**config.mk**
```make
export PLATFORM = sky130hd
export DESIGN_NAME = id_hazard_ctrl
export DESIGN_NICKNAME = d
export VERILOG_FILES = /design/src/rtl/id_hazard_ctrl.sv
export SDC_FILE = /design/constraint.sdc
export NUM_CORES = 1
export LEC_CHECK = 0
export ABC_AREA = 1
export BUFFER_PORTS_ARGS = -buffer_cell sky130_fd_sc_hd__buf_4
export CORE_UTILIZATION = 39
export DETAILED_ROUTE_END_ITERATION = 6
export PLACE_DENSITY = 0.71
export SYNTH_ARGS = -nofsm -noshare
export SYNTH_HDL_FRONTEND = slang
export SYNTH_SLANG_ARGS = --single-unit
```
**constraint.sdc**
```tcl
create_clock -name clk -period 4.8 [get_ports clk]
set_input_delay 0.24 -clock clk [delete_from_list [all_inputs] [get_ports clk]]
set_output_delay 0.24 -clock clk [all_outputs]
set_load 0.01 [all_outputs]
```
**src/rtl/id_hazard_ctrl.sv**
```systemverilog
// Decode-stage sequencer: load-use / branch-operand hazard detection, PC/IF-ID stall and flush control,
// stall-cycle counter. Define ID_HAZARD_IRQ_EN to build the interrupt entry/return FSM (epc, kernel, irq_ack).
module id_hazard_ctrl #(
    parameter logic [31:0] IRQ_VECTOR = 32'h8000_0004,
    parameter int unsigned CNT_WIDTH  = 32
) (
    input  logic                 clk,
    input  logic                 reset,
    input  logic [4:0]           rsaddrID,
    input  logic [4:0]           rtaddrID,
    input  logic                 BranchID,
    input  logic                 JumpID,
    input  logic [2:0]           PCSrcID,
    input  logic                 EretID,
    input  logic [31:0]          PCplus4ID,
    input  logic                 MemReadEX,
    input  logic                 RegWriteEX,
    input  logic [4:0]           regwriteaddrEX,
    input  logic                 MemReadMEM,
    input  logic [4:0]           regwriteaddrMEM,
    input  logic                 irq,
    output logic                 stall,
    output logic                 pc_write,
    output logic                 ifid_write,
    output logic                 ifid_flush,
    output logic [1:0]           pc_sel,
    output logic [31:0]          epc,
    output logic                 kernel,
    output logic                 irq_ack,
    output logic [CNT_WIDTH-1:0] stall_count
);
    logic exMatch;
    logic memMatch;
    logic loadUse;
    logic brEx;
    logic brMem;
    logic haz;
    logic irqTake;
    logic eretTake;
    logic [CNT_WIDTH-1:0] stallCountReg;

    // Register $0 never creates a dependency, so a zero destination cannot match.
    assign exMatch  = (regwriteaddrEX != 5'd0) &&
                      ((regwriteaddrEX == rsaddrID) || (regwriteaddrEX == rtaddrID));
    assign memMatch = (regwriteaddrMEM != 5'd0) &&
                      ((regwriteaddrMEM == rsaddrID) || (regwriteaddrMEM == rtaddrID));

    assign loadUse = MemReadEX & exMatch;
    assign brEx    = (BranchID | JumpID) & RegWriteEX & exMatch;
    assign brMem   = BranchID & MemReadMEM & memMatch;
    assign haz     = loadUse | brEx | brMem;

`ifdef ID_HAZARD_IRQ_EN
    typedef enum logic {RUN, KERNEL} state_t;
    state_t      stateReg;
    logic [31:0] epcReg;
    logic        unusedCfg;

    assign irqTake  = (stateReg == RUN) && irq && !haz && !BranchID && !JumpID;
    assign eretTake = (stateReg == KERNEL) && EretID && !haz;

    // The instruction sitting in ID is squashed on entry, so it is the one that restarts.
    always_ff @(posedge clk or negedge reset) begin
        if (!reset) begin
            stateReg <= RUN;
            epcReg   <= 32'd0;
        end else begin
            case (stateReg)
                RUN: begin
                    if (irqTake) begin
                        epcReg   <= PCplus4ID - 32'd4;
                        stateReg <= KERNEL;
                    end
                end
                KERNEL: begin
                    if (eretTake) stateReg <= RUN;
                end
                default: stateReg <= RUN;
            endcase
        end
    end

    assign epc       = epcReg;
    assign kernel    = (stateReg == KERNEL);
    assign unusedCfg = ^IRQ_VECTOR;
`else
    logic unusedCfg;

    assign irqTake   = 1'b0;
    assign eretTake  = 1'b0;
    assign epc       = 32'd0;
    assign kernel    = 1'b0;
    assign unusedCfg = ^{IRQ_VECTOR, PCplus4ID, irq, EretID};
`endif

    // Priority: hazard hold, then interrupt entry / return, then taken-branch/jump squash.
    always_comb begin
        stall      = 1'b0;
        pc_write   = 1'b1;
        ifid_write = 1'b1;
        ifid_flush = 1'b0;
        pc_sel     = 2'd0;
        irq_ack    = 1'b0;
        if (haz) begin
            stall      = 1'b1;
            pc_write   = 1'b0;
            ifid_write = 1'b0;
        end else if (irqTake) begin
            stall      = 1'b1;
            ifid_flush = 1'b1;
            pc_sel     = 2'd1;
            irq_ack    = 1'b1;
        end else if (eretTake) begin
            ifid_flush = 1'b1;
            pc_sel     = 2'd2;
        end else if (PCSrcID != 3'd0) begin
            ifid_flush = 1'b1;
        end
    end

    always_ff @(posedge clk or negedge reset) begin
        if (!reset) begin
            stallCountReg <= '0;
        end else if (haz && (stallCountReg != {CNT_WIDTH{1'b1}})) begin
            stallCountReg <= stallCountReg + {{(CNT_WIDTH-1){1'b0}}, 1'b1};
        end
    end

    assign stall_count = stallCountReg;
endmodule

```
==> results.cfg, run 1 <==
[status]
outcome = finished, final reports clean

[floorplan]
ios = 136
die_h_um = 87.4
initial_core_util = 0.412
die_area_um2 = 7640
die_w_um = 87.4
core_um2 = 6910
rows = 30

[power_and_ir_drop]
power_w = 0.000677
peakVddDrop_v = 0.000101
leakage_nw = 1.82
power_density_nw_per_um2 = 203

[timing]
relSlewSlack = 0.616
tightestPinTransition_ns = 0.574
max_freq_mhz = 385
finClkSkew_ns = 0.00841
grt_setup_unrepaired = false
setup_viol = 0
setup-tns-final_ns = 0
whs_ns = 0.426
finalCritPeriodShare = 0.541
hold_viol = 0
period_needed_ns = 2.60
report.final.slew_viol_count = 0

[route]
vias_per_cell = 4.45
wl_per_cell_um = 10.9
drt_iter0_drc = 108
detail-route-antenna-nets = 0
drt_pass1_iterations = 4
routed-via-count = 2743
drc = 0
drt_wl_total_um = 6720

[cells_and_area]
nets = 584
layout-drive-gt1-share = 0.154
layout.cells.non_filler = 616
fillers = 758
area_growth_pct = 17.4
antenna_cells = 0
fin_area_um2 = 3340
largest_reg_flops = 32

[global_route]
grt_max_degree = 39
grt_pass1_vias = 2653
grt_usage = 0.192
gr-total-overflow = 0
grt_pass1_wl_um = 11600
antenna_found_initial = 0

[flow_run]
drv_cap = 0

[logic_synthesis]
yosysWarningCount = 0
synthArstFlopShare = 1.00
syn_inst = 457
avgSynthCellArea_um2 = 6.23
synth.top_cell.area_share = 0.281
synth_common_cells = nand2_1 (186), nor2_1 (57), nand3_1 (42)
synth.distinct_cells = 23
yosysMostFrequentCell = nand2_1
yosys-top-cells-area = dfrtp_1 (28%), nand2_1 (25%), buf_4 (10%), nor2_1 (7.5%), nand3_1 (7.4%)
synth-edff-count = 0
yosysTopAreaCell = dfrtp_1
synth-main-ff-cell = dfrtp_1
seq_area_frac_synth = 0.281
syn-cell-area_um2 = 2850
ys_ff_latch = 32

[critical_path]
cp.arrival_ns = 2.81
regToRegEndpoint = stall_count[21]
ff2ff_path_depth = 9
cp_max_fo = 31
worstSetupStartpointType = register
reg2reg_slack_ns = 2.20
critPathRequiredTime_ns = 5.02
end_kind = register
r2r-start = stall_count[0]
crit_type = register to register

[clock_tree]
cts-buffers-inserted = 5
cts_max_level = 2
cts_sinks = 32
cts.repair.resized = 0
clockRootBuffer = clkbuf_8
clock_path_buffers = 2
path_clk_slew_ns = 0.07
cts_tree = yes
postCtsSetupBuffers = 0
cts_hold_buf = 1
clock_latency_ns = 0.29

[placed_design]
globalplace.congestion = 0.892
dp.cells = 607
dp_hpwl_um = 5340
placed_cell_area_um2 = 3240
portBuffers = 65

[worst_hold_path]
hold_path.class = input pin to async pin
[power breakdown]
| part | switching (W) | internal (W) | leakage [nW] |
|---|---|---|---|
| clock | 0.0000968 | 0.000117 | 0.0455 |
| combinational | 0.0000909 | 0.0000649 | 1.33 |
| sequential | 0.0000238 | 0.000284 | 0.442 |
[logic make-up (layout without fill, tap and decap cells)]
group | after synthesis | after routing | share of synthesized area
AO/OA/AOI/OAI | 3 | 3 | 0.00527
XOR/XNOR | 29 | 29 | 0.0892
adder cells (fa/ha/maj) | 1 | 1 | 0.00439
buffers and inverters | 86 | 114 | 0.175
flip-flops | 32 | 32 | 0.281
other | 1 | 36 | 0.00132
AND/OR/NAND/NOR | 305 | 305 | 0.444
[critical path, cell delays in order, from the launching register on]
cell and delay [ns]:
dfrtp_1 0.45, ha_1 0.31, nand3_2 0.20, nor2_4 0.19, nand4_2 0.12, nor2_2 0.12, nand2_2 0.34, nand2_2 0.58
nand2_1 0.09, nand2_1 0.09
[cells in the final DEF, fill, tap and decap left out]
cell / instances
a21oi_1: 2
buf_4: 66
clkbuf_1: 2
clkbuf_8: 6
conb_1: 36
dfrtp_1: 32
dlygate4sd3_1: 1
ha_1: 1
inv_1: 39
nand2_1: 186
nand2_2: 2
nand3_1: 42
nand3_2: 1
nand3b_1: 3
nand4_1: 3
nand4_2: 1
nor2_1: 57
nor2_2: 2
nor2_4: 1
nor3_1: 6
nor3_2: 1
o21ai_0: 1
xnor2_1: 17
xor2_1: 12
[how the worst max path moves through the flow]
stage                              start         endpoint  slack [ns]  cells after the start
after CTS                 stall_count[0]   stall_count[7]        2.19                      9
after detailed placement  stall_count[0]   stall_count[7]        2.21                      9
after global placement    stall_count[0]  stall_count[30]        2.25                      9
final                     stall_count[0]  stall_count[21]        2.20                      9
after floorplan           stall_count[0]  stall_count[13]        3.13                      9
after global routing      stall_count[0]   stall_count[3]        1.93                      9
[layout make-up]
cell class              instances  area, um2  share of cell area
repair buffers                 67        505               0.151
clock buffers                   8       90.1              0.0270
multi-input cells             374       1680               0.502
well taps                      96        120              0.0359
flip-flops and latches         32        801               0.240
inverters                      39        146              0.0438
[metal layers]
layer / global-route usage / share of wire / up-vias
li1: - / - / 1450
met1: 0.223 / 0.44 / 1195
met2: 0.341 / 0.48 / 87
met3: 0.0370 / 0.056 / 11
met4: 0.0805 / 0.023 / 0
met5: 0 / 0 / -
[per-stage QoR]
stage,setup slack (ns),utilization
final,2.20,0.484
after CTS,2.19,0.484
after floorplan,3.13,-
after detailed placement,2.21,0.469
after global placement,2.25,0.469
after global routing,1.93,0.484
(Power assumes the default switching activity.)
==> run 2, diff against run 1 <==
--- a/config.mk
+++ b/config.mk
@@ -5,11 +5,11 @@
 export SDC_FILE = /design/constraint.sdc
 export NUM_CORES = 1
 export LEC_CHECK = 0
-export ABC_AREA = 1
+export ABC_AREA = 0
 export BUFFER_PORTS_ARGS = -buffer_cell sky130_fd_sc_hd__buf_4
 export CORE_UTILIZATION = 39
 export DETAILED_ROUTE_END_ITERATION = 6
-export PLACE_DENSITY = 0.71
+export PLACE_DENSITY = 0.78
 export SYNTH_ARGS = -nofsm -noshare
 export SYNTH_HDL_FRONTEND = slang
 export SYNTH_SLANG_ARGS = --single-unit
==> constraint.sdc (replaced) <==
create_clock -name clk -period 2.13 [get_ports clk]
set_input_delay 0.1065 -clock clk [delete_from_list [all_inputs] [get_ports clk]]
set_output_delay 0.1065 -clock clk [all_outputs]
set_load 0.01 [all_outputs]
==> run 2 against run 1 <==
Compared with the run above: total power is 150% higher; clock-buffer cell count is 1 lower; combinational power is 140% higher; register-to-register slack worse by 2.1 ns; area after synthesis is 21% lower; fmax is 31% higher; via count is 35% lower; global-route usage is 3.2 points lower; sequential power is 110% higher; clock power grew to 3.0 times the previous value; first-iteration DRC count is 29% lower; design area is 14% lower.
==> results.cfg, run 2 <==
[route]
wl_per_cell_um = 12.1
drt_wl_total_um = 4630
drc = 0
detail-route-antenna-nets = 0
routed-via-count = 1781
drt_iter0_drc = 77
vias_per_cell = 4.67
drt_pass1_iterations = 4

[logic_synthesis]
synth_common_cells = buf_4 (37), dfrtp_1 (32), xnor2_1 (30)
avgSynthCellArea_um2 = 9.69
yosys-top-cells-area = dfrtp_1 (36%), buf_4 (12%), xnor2_1 (12%), xor2_1 (8.2%), nand2_1 (2.9%)
synthArstFlopShare = 1.00
syn_inst = 231
yosysMostFrequentCell = buf_4
ys_ff_latch = 32
syn-cell-area_um2 = 2240
synth-main-ff-cell = dfrtp_1
synth.distinct_cells = 37
yosysTopAreaCell = dfrtp_1
seq_area_frac_synth = 0.358
synth.top_cell.area_share = 0.358
yosysWarningCount = 0
synth-edff-count = 0

[critical_path]
worstSetupStartpointType = register
critPathRequiredTime_ns = 2.30
cp.arrival_ns = 2.16
end_kind = register
crit_type = register to register
cp_max_fo = 10

[clock_tree]
clock_latency_ns = 0.29
cts_sinks = 32
path_clk_slew_ns = 0.06
cts-buffers-inserted = 5
cts_max_level = 2
cts_tree = yes
postCtsSetupBuffers = 0
clock_path_buffers = 2
clockRootBuffer = clkbuf_8

[floorplan]
die_h_um = 77.8
die_area_um2 = 6050
rows = 27
core_um2 = 5510
ios = 136
die_w_um = 77.8
initial_core_util = 0.406

[global_route]
gr-total-overflow = 0
grt_pass1_wl_um = 7640
grt_usage = 0.159
grt_max_degree = 33
grt_pass1_vias = 1705
antenna_found_initial = 0

[timing]
report.final.slew_viol_count = 0
setup_viol = 0
grt_setup_unrepaired = false
setup-tns-final_ns = 0
hold_viol = 0
max_freq_mhz = 503
fin_ws_ns = 0.140
finalCritPeriodShare = 0.934
period_needed_ns = 1.99
finClkSkew_ns = 0.00752

[cells_and_area]
layout-drive-gt1-share = 0.330
antenna_cells = 0
area_growth_pct = 27.9
final_common_cell = buf_4
layout_common_cells = buf_4 (78), conb_1 (36), dfrtp_1 (32)
layout.cells.non_filler = 381
largest_reg_flops = 32
nets = 373

[status]
outcome = finished, final reports clean

[worst_hold_path]
hold_path.class = input pin to async pin

[placed_design]
portBuffers = 65
dp_hpwl_um = 3600
dp_slack_ns = 0.0758
dp.cells = 372
globalplace.congestion = 0.773

[power_and_ir_drop]
leakage_nw = 1.37
power_density_nw_per_um2 = 585
peakVddDrop_v = 0.000226

[flow_run]
drv_cap = 0
-- run 2: changes by cell type after synthesis, sizes merged, moves of 13 or more --
cell   previous run  this run
nand2           188        17
nor2             60        11
inv              39         1
nand3            43        17
xnor2            17        30
-- run 2: area by class of cell --
type,instances,area (um2)
flip-flops and latches,32,801
repair buffers,79,596
well taps,72,90.1
multi-input cells,189,1250
fillers,523,2640
clock inverters,1,30.0
inverters,1,3.75
clock buffers,7,96.3
-- run 2: where the power goes --
part           switching, W  internal, W
Combinational      0.000195     0.000184
Sequential        0.0000198     0.000640
Clock              0.000223     0.000412
-- run 2: what timing repair did --
action / in CTS / in global routing
hold buffers: 1 / 0
resized for setup: 0 / 5
setup endpoints to repair: 0 / 13
endpoints found under the hold margin: 32 / 0
-- run 2: kinds of logic (layout without fill, tap and decap cells) --
| logic type | count (synthesis) | in the layout | share of synthesized area |
|---|---|---|---|
| muxes | 1 | 1 | 0.00503 |
| adders and majority gates | 1 | 1 | 0.00559 |
| other | 1 | 36 | 0.00168 |
| xor gates and xnor gates | 51 | 51 | 0.200 |
| AOI/OAI and AO/OA | 6 | 6 | 0.0190 |
| buffers and inverters | 45 | 88 | 0.153 |
| DFF | 32 | 32 | 0.358 |
| and+or+nand+nor | 94 | 94 | 0.259 |
-- run 2: critical path: stages, from the launching register on --
cell and delay [ns]:
dfrtp_1 0.41, and4_1 0.27, and4_2 0.29, nand4_4 0.20
nand2b_4 0.25, nand2_1 0.12, mux2_1 0.32
-- run 2: worst paths after layout --
check	start	endpoint	slack (ns)	cells past startpoint
hold / removal	reset	stall_count[8]	0.29	2
setup / recovery	stall_count[3]	stall_count[1]	0.14	6
max in group asynchronous	reset	stall_count[3]	1.55	2
hold reg to reg	stall_count[12]	stall_count[12]	0.50	1
setup reg to reg	stall_count[3]	stall_count[1]	0.14	6
min in group clk	MemReadMEM	stall_count[0]	0.39	5
-- run 2: per-layer routing --
layer	vias to the layer above	GRT usage	part of all wire
met2	69	0.282	0.52
met1	838	0.185	0.41
li1	868	-	-
met5	-	0	0
met3	6	0.0341	0.056
met4	0	0.0642	0.015
-- run 2: metrics by stage --
stage	hold slack (ns)	total power, W	area [um2]	util
2_1_floorplan	-0.189	0.000888	2370	-
3_3_place_gp	0.0720	0.00104	2710	0.493
3_5_place_dp	0.0678	0.00105	2710	0.493
4_1_cts	0.306	0.00169	2850	0.518
5_1_grt	0.321	0.00175	2860	0.520
6_report	0.292	0.00167	2860	0.520
==> run 3, diff against run 2 <==
--- a/config.mk
+++ b/config.mk
@@ -9,6 +9,7 @@
 export BUFFER_PORTS_ARGS = -buffer_cell sky130_fd_sc_hd__buf_4
 export CORE_UTILIZATION = 39
 export DETAILED_ROUTE_END_ITERATION = 6
+export GPL_TIMING_DRIVEN = 0
 export PLACE_DENSITY = 0.78
 export SYNTH_ARGS = -nofsm -noshare
 export SYNTH_HDL_FRONTEND = slang
==> run 3 against run 2 <==
Compared with the run above: clock power is 11% lower; flip-flop and latch count stayed put; total power is 4.0% lower; hold slack hardly changed; wire length is 0.97% higher; utilization is 4.3 points higher; clock skew is 0.0011 ns lower; first-iteration DRC count is 47% higher; fmax is 2.2% lower; critical path type unchanged.
==> results.cfg, run 3 (same netlist as run 2, synthesis figures left out) <==
[cells_and_area]
area_growth_pct = 38.6
final_common_cell = buf_4
layout_common_cells = buf_4 (102), conb_1 (36), xnor2_1 (30)
antenna_cells = 0
largest_reg_flops = 32
layout-drive-gt1-share = 0.406
nets = 404
layout.cells.non_filler = 412

[placed_design]
globalplace.congestion = 0.768
portBuffers = 65
dp.cells = 403
dp_hpwl_um = 3610

[power_and_ir_drop]
internal_power_w = 0.00117
p_clk_frac = 0.350
peakVddDrop_v = 0.000293
p_seq_frac = 0.428
p_sw_w = 0.000433
power_density_nw_per_um2 = 518
power_w = 0.00161
netSwitchingFraction = 0.270
leakage_nw = 1.53
p_comb_frac = 0.221

[timing]
setup_viol = 0
report.final.slew_viol_count = 0
max_freq_mhz = 491
period_needed_ns = 2.04
finalCritPeriodShare = 0.956
whs_ns = 0.293
setup-tns-final_ns = 0
hold_viol = 0
finClkSkew_ns = 0.00638

[global_route]
grt_pass1_wl_um = 7880
grt_usage = 0.162
antenna_found_initial = 0
grt_max_degree = 33
gr-total-overflow = 0
grt_pass1_vias = 1786

[clock_tree]
cts-buffers-inserted = 5
clock_path_buffers = 2
path_clk_slew_ns = 0.07
cts_sinks = 32
cts_tree = yes
clockRootBuffer = clkbuf_8
clock_latency_ns = 0.28
cts_max_level = 2

[route]
vias_per_cell = 4.52
drt_wl_total_um = 4670
routed-via-count = 1864
detail-route-antenna-nets = 0
drc = 0
wl_per_cell_um = 11.3
drt_iter0_drc = 113
drt_pass1_iterations = 4

[critical_path]
cp-startpoint = stall_count[11]
cp_max_fo = 9
crit_type = register to register
r2r-start = stall_count[11]
end_kind = register
worstSetupStartpointType = register
cp.arrival_ns = 2.20
critPathRequiredTime_ns = 2.29

[floorplan]
ios = 136
core_um2 = 5510
initial_core_util = 0.406
die_area_um2 = 6050
rows = 27
die_h_um = 77.8
die_w_um = 77.8

[status]
outcome = finished, final reports clean

[flow_run]
drv_cap = 0

[worst_hold_path]
hold_path.class = input pin to async pin
run 3: cell count changes in the layout (fill, tap and decap cells not counted), sizes merged:
cell | previous run | this run
buf | 78 | 107
clkbuf | 7 | 8
clkinv | 0 | 1
run 3: final timing paths:
path / depth (start not counted) / slack [ns] / to
max: 7 / 0.09 / stall_count[1]
min: 2 / 0.29 / stall_count[8]
max reg2reg: 7 / 0.09 / stall_count[1]
min reg2reg: 1 / 0.49 / stall_count[12]
max in group asynchronous: 2 / 1.52 / stall_count[19]
min in group clk: 5 / 0.38 / stall_count[20]
run 3: layer usage:
layer,wire length [um],vias up,GRT usage,part of all wire
li1,-,934,-,-
met1,2000,855,0.191,0.43
met2,2310,68,0.288,0.49
met3,282,7,0.0259,0.060
met4,86,0,0.0717,0.018
met5,0,-,0,0
run 3: final cells by class:
type	count	area, um2
sequential	32	808
tap	72	90.1
clock buffer	6	72.6
timing repair buffer	66	498
buffer	44	339
clock inverter	2	35.0
fill	498	2400
multi-input combinational	189	1260
inverter	1	3.75
run 3: stage by stage:
stage / area (um2) / utilization / setup WS [ns]
after floorplan: 2370 / - / 0.117
after global placement: 2950 / 0.535 / -0.00831
after detailed placement: 2950 / 0.535 / -0.0281
after CTS: 3070 / 0.558 / 0.0141
after global routing: 3100 / 0.564 / -0.000448
final: 3100 / 0.564 / 0.0944
run 3: power groups by stage:
stage	combinational [W]	sequential, W	clock, W
final	0.000356	0.000688	0.000563
after global routing	0.000394	0.000693	0.000607
after CTS	0.000354	0.000689	0.000581
after detailed placement	0.000351	0.000702	0
after global placement	0.000345	0.000697	0
after floorplan	0.000187	0.000701	0
run 3: repair_timing:
item                                    in CTS  in global routing
resized for setup                            4                 10
buffers inserted                             0                  0
endpoints found under the setup margin       2                 12
pin swaps                                    0                  3
endpoints found under the hold margin       32                  0
hold buffers                                 1                  0
run 3: worst max-delay path: stages, from the launching register on:
cell and delay (ns):
dfrtp_1 0.40, and3_1 0.24, and4_2 0.30, nand4_4 0.20, nand2b_4 0.20, buf_6 0.13
nand2_1 0.10, mux2_1 0.33
